[src/rtl/uart_pkg.sv]
// Shared UART receive-side definitions: capture FSM encoding, error-flag bit
// positions and the default receive FIFO depth.
package uart_pkg;

    typedef enum logic [1:0] {
        IDLE = 2'd0,
        ACK  = 2'd1,
        WAIT = 2'd2
    } cap_state_t;

    localparam int ERR_PERR = 0;
    localparam int ERR_FERR = 1;
    localparam int ERR_OVF  = 2;
    localparam int ERR_W    = 3;

    localparam int RX_DEPTH = 16;

endpackage

[src/rtl/rx_buffer_mem.sv]
// Receive FIFO storage: DEPTH x W register array, one synchronous write port
// and one asynchronous read port. Storage is intentionally not reset.
module rx_buffer_mem #(
    parameter int DEPTH = 16,
    parameter int AW    = 4,
    parameter int W     = 8
) (
    input  logic          clk,
    input  logic          we,
    input  logic [AW-1:0] waddr,
    input  logic [W-1:0]  wdata,
    input  logic [AW-1:0] raddr,
    output logic [W-1:0]  rdata
);

    logic [W-1:0] mem [DEPTH];

    always_ff @(posedge clk) begin
        if (we) mem[waddr] <= wdata;
    end

    assign rdata = mem[raddr];

endmodule

[src/rtl/rx_buffer.sv]
// Receive buffer between the UART receive engine and the processor side.
// Define RX_BUFFER_ERR_EN to store the per-character error flags alongside the data.
//
//  state | meaning
//  IDLE  | waiting for rxrdy; capture (or drop) happens on the leaving edge
//  ACK   | clr asserted to the engine for this one cycle
//  WAIT  | holding until the engine releases rxrdy
module rx_buffer
    import uart_pkg::*;
#(
    parameter int DEPTH = RX_DEPTH,
    parameter int AW    = 4
) (
    input  logic          clk,
    input  logic          rst,
    input  logic          rxrdy,
    input  logic [7:0]    rx_data,
    input  logic          ferr,
    input  logic          perr,
    input  logic          ovf,
    output logic          clr,
    input  logic          rd,
    output logic [7:0]    rd_data,
    output logic [2:0]    rd_err,
    output logic          empty,
    output logic          full,
    output logic [AW:0]   count,
    output logic          drop,
    input  logic          drop_clr
);

`ifdef RX_BUFFER_ERR_EN
    localparam int W = 8 + ERR_W;
`else
    localparam int W = 8;
`endif

    cap_state_t    state;
    cap_state_t    state_next;
    logic [AW-1:0] wr_ptr;
    logic [AW-1:0] rd_ptr;
    logic [W-1:0]  wdata;
    logic [W-1:0]  rdata;
    logic          capture;
    logic          do_rd;
    logic          wr_ok;
    logic          drop_set;

    always_comb begin
        state_next = state;
        case (state)
            IDLE:    if (rxrdy) state_next = ACK;
            ACK:     state_next = WAIT;
            WAIT:    if (!rxrdy) state_next = IDLE;
            default: state_next = IDLE;
        endcase
    end

    always_ff @(posedge clk or posedge rst) begin
        if (rst) begin
            state <= IDLE;
            clr   <= 1'b0;
        end else begin
            state <= state_next;
            clr   <= (state_next == ACK);
        end
    end

    assign capture  = (state == IDLE) && rxrdy;
    assign do_rd    = rd && !empty;
    // A read on the same edge frees the slot, so a full FIFO can still accept.
    assign wr_ok    = capture && (!full || do_rd);
    assign drop_set = capture && full && !do_rd;

    always_ff @(posedge clk or posedge rst) begin
        if (rst) begin
            wr_ptr <= '0;
            rd_ptr <= '0;
            count  <= '0;
        end else begin
            if (wr_ok) wr_ptr <= wr_ptr + 1'b1;
            if (do_rd) rd_ptr <= rd_ptr + 1'b1;
            case ({wr_ok, do_rd})
                2'b10:   count <= count + 1'b1;
                2'b01:   count <= count - 1'b1;
                default: count <= count;
            endcase
        end
    end

    always_ff @(posedge clk or posedge rst) begin
        if (rst)           drop <= 1'b0;
        else if (drop_set) drop <= 1'b1;
        else if (drop_clr) drop <= 1'b0;
    end

    assign full  = (count == (AW+1)'(DEPTH));
    assign empty = (count == '0);

`ifdef RX_BUFFER_ERR_EN
    logic [ERR_W-1:0] err_in;

    always_comb begin
        err_in           = '0;
        err_in[ERR_PERR] = perr;
        err_in[ERR_FERR] = ferr;
        err_in[ERR_OVF]  = ovf;
    end

    assign wdata  = {err_in, rx_data};
    assign rd_err = empty ? 3'b000 : rdata[8 +: ERR_W];
`else
    logic unused_flags;

    assign unused_flags = ^{ferr, perr, ovf};
    assign wdata        = rx_data;
    assign rd_err       = 3'b000;
`endif

    assign rd_data = empty ? 8'h00 : rdata[7:0];

    rx_buffer_mem #(
        .DEPTH (DEPTH),
        .AW    (AW),
        .W     (W)
    ) u_mem (
        .clk   (clk),
        .we    (wr_ok),
        .waddr (wr_ptr),
        .wdata (wdata),
        .raddr (rd_ptr),
        .rdata (rdata)
    );

endmodule

[config.mk]
export PLATFORM = sky130hd
export DESIGN_NAME = rx_buffer
export DESIGN_NICKNAME = d
export VERILOG_FILES = /design/src/rtl/uart_pkg.sv /design/src/rtl/rx_buffer_mem.sv /design/src/rtl/rx_buffer.sv
export SDC_FILE = /design/constraint.sdc
export NUM_CORES = 1
export LEC_CHECK = 0
export ABC_AREA = 1
export ABC_CLOCK_PERIOD_IN_PS = 1700
export BUFFER_PORTS_ARGS = -buffer_cell sky130_fd_sc_hd__buf_2
export CORE_ASPECT_RATIO = 0.9
export CORE_UTILIZATION = 45
export DETAILED_ROUTE_END_ITERATION = 12
export GPL_ROUTABILITY_DRIVEN = 0
export HOLD_SLACK_MARGIN = 0.12
export PLACE_DENSITY_LB_ADDON = 0.05
export SETUP_SLACK_MARGIN = 0.3
export SYNTH_ARGS = -nofsm -noshare
export SYNTH_HDL_FRONTEND = slang
export SYNTH_SLANG_ARGS = --single-unit
[constraint.sdc]
create_clock -name clk -period 1.7 [get_ports clk]
set_input_delay 0.255 -clock clk [delete_from_list [all_inputs] [get_ports clk]]
set_output_delay 0.255 -clock clk [all_outputs]
set_load 0.02 [all_outputs]
==> results of run 1 <==
-- cell usage after synthesis (3+ instances only) --
| cell | count |
|---|---|
| edfxtp_1 | 128 |
| nand4_1 | 5 |
| inv_2 | 3 |
| ha_1 | 6 |
| nor2_1 | 87 |
| buf_2 | 6 |
| clkbuf_1 | 11 |
| xor2_1 | 9 |
| o221ai_1 | 26 |
| inv_1 | 19 |
| nand2_2 | 5 |
| o22ai_1 | 7 |
| buf_6 | 6 |
| nand2_4 | 4 |
| o21ai_1 | 3 |
| nand2_1 | 29 |
| dfrtp_1 | 17 |
| nand3_1 | 16 |
| buf_4 | 4 |
| a21oi_1 | 9 |
| o21ai_0 | 67 |
-- area by class of cell --
type                    instances  share of cell area (%)
flip-flops and latches        145                    50.2
clock buffers                  19                    5.08
clock inverters                13                    1.62
well taps                     164                    2.41
repair buffers                108                    15.9
multi-input cells             286                    23.3
inverters                      26                    1.45
-- report_power, final --
part           switching, mW  internal (mW)
sequential             0.221           4.26
combinational           4.21           3.38
clock                   1.43           2.16
total                   5.86           9.80
-- registers in the layout (all words and copies together) (netlist names) --
name	cells
u_mem.mem	128
count	5
rd_ptr	4
wr_ptr	4
state	2
clr	1
drop	1
-- layer usage --
metal | up-vias | routed length, um
li1 | 1952 | -
met1 | 2085 | 6550
met2 | 131 | 7240
met3 | 23 | 839
met4 | 0 | 282
met5 | - | 0
-- cell families after synthesis --
kind of cell	count (synthesis)
xor+xnor	9
simple gates	154
compound gates	114
flops	145
buf+inv	53
other cells	1
fa+ha+maj	6
-- path summary, 6_finish.rpt --
check                                   end  slack, ns  cells after the start
setup / recovery                 rd_data[0]      -0.59                      8
hold / removal             u_mem.mem[10][0]       0.21                      1
setup reg to reg                   count[4]      -0.11                     16
hold reg to reg                    state[1]       0.47                      1
max in group asynchronous          count[1]       0.93                      4
min in group asynchronous         rd_ptr[2]       0.30                      3
-- metrics by stage --
| step | TNS, ns | cell area (um2) | power [mW] |
|---|---|---|---|
| 6_report | -4.43 | 8520 | 15.7 |
| 4_1_cts | -4.37 | 8050 | 14.4 |
| 5_1_grt | -11.94 | 8520 | 16.4 |
| 2_1_floorplan | 0 | 6340 | 8.20 |
| 3_3_place_gp | -1.03 | 7160 | 10.1 |
| 3_5_place_dp | -1.41 | 7160 | 10.2 |
-- timing repair --
| item | 4_1_cts | 5_1_grt |
|---|---|---|
| cloned | 1 | 6 |
| pin swaps | 19 | 40 |
| gates resized for setup | 46 | 79 |
| endpoints found under the setup margin | 149 | 154 |
| hold buffers | 3 | 0 |
| setup buffers | 13 | 8 |
| hold endpoints to repair | 19 | 0 |
==> results.toml, run 1 <==
[status]
outcome = "finished with violations"
violations = "negative setup slack"

[yosys]
synthAdderAreaFrac_pct = 1.23
netlist_top_cells_area = "edfxtp_1 63%, dfrtp_1 7.0%, o21ai_0 5.5%, nor2_1 5.4%, o221ai_1 3.7%"
syn_inst = 482
seq_area_frac_synth_pct = 70.1
synth_mux_area_share_pct = 0
postSynthAreaPerCell_um2 = 12.6
synth_top_area_cell = "edfxtp_1"
yosys.area_share.simple_pct = 11.6
synth_xor_area_share_pct = 1.29
yosysWarnings = 0
synth_seq_cells = 145
synth_top_family_by_area = "simple AND/OR/NAND/NOR gates"
synth_cell_types = 32
synth_compound_gate_area_share_pct = 11.2
syn-cell-area_um2 = 6090
synth.top_cell.area_share_pct = 63.1
synth-async-reset-ratio_pct = 11.7
synth_edf_count = 128
synth_ff_type = "edfxtp_1"

[global_routing]
use_met1_pct = 29.4
grt_usage_pct = 21.7
grt_max_degree = 37
grtUsageMet2_pct = 33.6
gr-usage-met3_pct = 4.96
grt_pass1_vias = 3994
grt-busiest-layer = "met2"
antenna_found_initial = 0
overflow = 0
grt_pass1_wl_um = 22300

[job]
maxCapViolCount = 0

[setup_path]
r2r-start = "count[2]"
crit_slowest_cell = "dfrtp_2"
crit_buf_inv = 4
end_kind = "output pin"
cp_max_fo = 7
crit_chain = "buf_8 -> buf_12 -> buf_12 -> o21ai_2 -> o221ai_1 -> nand3_1 -> a21oi_2 -> buf_6"
slowest_delay_ns = 0.44
cp_common_cell = "buf_12"
critPathTopFamily = "buffers and inverters"
crit_start = "rd_ptr[0]"
critPathArrivalTime_ns = 2.04
worstSetupStartpointType = "flop"
path_class = "flop to output pin"
cp.required_ns = 1.44

[floorplanning]
ios = 36
die_h_um = 112
die_w_um = 125
die_area_um2 = 14000
start_util_pct = 47.1
fp.coreArea_um2 = 12900
fp-row-count = 39

[sta]
finalHoldViolations = 0
setup_ws_ns = -0.594
finalSetupViolCount = 11
period_share_pct = 135
slew_viol_final = 0
rsz0062_at_grt = "true"
fin_skew_ns = 0.00589
finalHoldWorstSlack_ns = 0.213
max_freq_mhz = 436
fin_crit_ns = 2.29

[cells_and_area]
layout_common_cells = "128 x edfxtp_1, 66 x nor2_1, 49 x o21ai_0"
instances_no_fill = 761
num_antenna_cells = 0
area_growth_pct = 39.8
seq_area_um2 = 4280
multi_input_area_um2 = 1990
layout_commonest_cell = "edfxtp_1"
fin_nets = 606
postLayoutCoreUtil_pct = 65.9
fillers = 908
drive_above_1_share_pct = 38.4

[pwr]
ir_worst_vdd_uv = 1070
p_leak_nw = 3.04
p_per_area_nw_per_um2 = 1840

[place]
portBuffers = 29
hpwl_um = 9210
dp_slack_ns = -0.103
dp_cells = 698

[clock_network]
tritoncts = "yes"
clkLatencyLatePin_ns = 0.42
htree_levels = 4
numCtsBuffers = 17
cts_sinks = 145
root_buffer = "clkbuf_16"
clockBufferDepth = 2
path_clk_slew_ns = 0.06

[drt]
ant_nets = 0
num_vias = 4191
dr.pass1.iters = 4
drt_iter0_markers = 446
routed_wirelength_um = 14900
wl_per_cell_um = 19.6
via_per_inst = 5.51
drc_errors = 0

[min_path]
hold_class = "input port to flop"
hold_start = "rx_data[0]"
Note: power is estimated with default switching activity, not from simulation.
==> run 2, diff against run 1 <==
Settings changed: CORE_UTILIZATION 45 to 40.
==> run 2 against run 1 <==
Effect of this change:
- the flow still finishes with violations (negative setup slack)
- largest power group unchanged
- register-to-register slack better by 0.03 ns
- clock skew up 0.0014 ns
- core utilization down 7.4 points
- hold slack better by 0.0076 ns
- first-iteration DRC count down 29%
- highest routed layer unchanged
- design area up 1.4%
- maximum frequency up 0.29%
- critical path depth unchanged
==> results.toml, run 2 (synthesized netlist as in run 1, its figures left out) <==
[status]
outcome = "finished with violations"
violations = "negative setup slack"

[floorplanning]
die_area_um2 = 15700
start_util_pct = 41.3
die_w_um = 132
die_h_um = 119
fp.coreArea_um2 = 14800
fp-row-count = 42
ios = 36

[global_routing]
grt_pass1_vias = 4180
grt_pass1_wl_um = 23800
grt_usage_pct = 21.1
grt_max_degree = 18
antenna_found_initial = 0
overflow = 0

[setup_path]
timing.rr.end = "count[4]"
crit_slowest_cell = "dfrtp_2"
path_class = "flop to output pin"
crit_chain = "clkinv_4 -> buf_12 -> buf_12 -> nor2_1 -> o221ai_1 -> nand3_1 -> a21oi_2 -> buf_4"
critPathTopFamily = "buffers and inverters"
crit_buf_inv = 4
cp.required_ns = 1.44
end_kind = "output pin"
slowest_delay_ns = 0.46
worstSetupStartpointType = "flop"
critPathArrivalTime_ns = 2.03
cp_common_cell = "buf_12"
r2r_slack_ns = -0.08
reg2reg_depth = 16
r2r-start = "count[2]"
cp_max_fo = 9

[drt]
ant_nets = 0
num_vias = 4050
dr.pass1.iters = 4
routed_wirelength_um = 15300
via_per_inst = 5.01
drc_errors = 0
wl_per_cell_um = 19.0
drt_iter0_markers = 318

[pwr]
ir_worst_vdd_uv = 989
p_switching_mw = 5.74
combPwrFrac_pct = 48.0
clkPwrFrac_pct = 23.9
swShare_pct = 35.9
p_seq_share_pct = 28.0
p_per_area_nw_per_um2 = 1850
internal-power_mw = 10.2
totalPowerFinal_mw = 16.0
p_leak_nw = 3.12

[sta]
slew_viol_final = 0
max_freq_mhz = 437
period_share_pct = 135
fin_skew_ns = 0.00730
finalHoldViolations = 0
finalSetupViolCount = 12
rsz0062_at_grt = "true"
setup_ws_ns = -0.587
fin_crit_ns = 2.29
setup_tns_ns = -4.35

[min_path]
hold_start = "rx_data[3]"
hold_class = "input port to flop"
hold_depth = 1
min_to = "u_mem.mem[12][3]"

[cells_and_area]
drive_above_1_share_pct = 37.5
layout_common_cells = "128 x edfxtp_1, 65 x nor2_1, 57 x o21ai_0"
top_register = "u_mem.mem"
instances_no_fill = 809
largest_reg_flops = 128
area_growth_pct = 41.8
reg_top3 = "u_mem.mem: 128 flops, count: 5 flops"
fin_nets = 620
num_antenna_cells = 0
final_cell_area_um2 = 8640
layout_commonest_cell = "edfxtp_1"

[clock_network]
clockBufferDepth = 2
path_clk_slew_ns = 0.06
htree_levels = 4
cts_sinks = 145
root_buffer = "clkbuf_16"
clkLatencyLatePin_ns = 0.42
tritoncts = "yes"
numCtsBuffers = 17

[place]
dp_cells = 744
dp_slack_ns = -0.166
post_dp_cell_area_um2 = 7310
hpwl_um = 9690
portBuffers = 29

[job]
maxCapViolCount = 0
## run 2: repair_timing
item                                    4_1_cts  5_1_grt
gates resized for setup                      78       31
endpoints found under the setup margin      151      155
gates cloned                                  2        3
pin swaps                                    25       26
endpoints found under the hold margin        19        0
hold buffers                                  3        0
buffers inserted                             15       10
## run 2: power by group through the flow
stage | Sequential, mW | Combinational [mW] | Clock (mW)
2_1_floorplan | 4.62 | 3.58 | 0
3_3_place_gp | 4.51 | 5.86 | 0
3_5_place_dp | 4.53 | 5.94 | 0
4_1_cts | 4.47 | 7.04 | 3.90
5_1_grt | 4.52 | 8.28 | 4.06
6_report | 4.48 | 7.67 | 3.82
## run 2: per-layer routing
| metal | vias to the layer above | global-route usage, % | share of wire [%] |
|---|---|---|---|
| li1 | 1983 | - | - |
| met3 | 11 | 5.28 | 5.2 |
| met2 | 79 | 34.2 | 50 |
| met1 | 1977 | 27.5 | 44 |
| met5 | - | 0 | 0 |
| met4 | 0 | 7.41 | 1.1 |
## run 2: worst max path at each step
stage,startpoint,to,slack [ns],cells past startpoint
after floorplan,count[0],count[4],0.02,15
after global placement,rd_ptr[1],rd_data[7],-0.15,9
after detailed placement,rd_ptr[0],rd_data[1],-0.17,7
after CTS,rd_ptr[0],rd_data[7],-0.59,8
after global routing,rd_ptr[0],rd_data[5],-0.71,8
final,rd_ptr[0],rd_data[5],-0.59,8
## run 2: cell type report
class	instances	area, um2
clock buffers	19	433
clock inverters	13	168
fillers	1183	6130
inverters	26	125
multi-input cells	286	1930
flip-flops and latches	145	4280
well taps	198	248
repair buffers	122	1460
## run 2: stage by stage
stage               hold WS [ns]  utilization, %
CTS                        0.207            56.7
floorplan                  0.181               -
global placement           0.280            49.5
global route               0.215            58.5
finish                     0.220            58.5
detailed placement         0.292            49.5
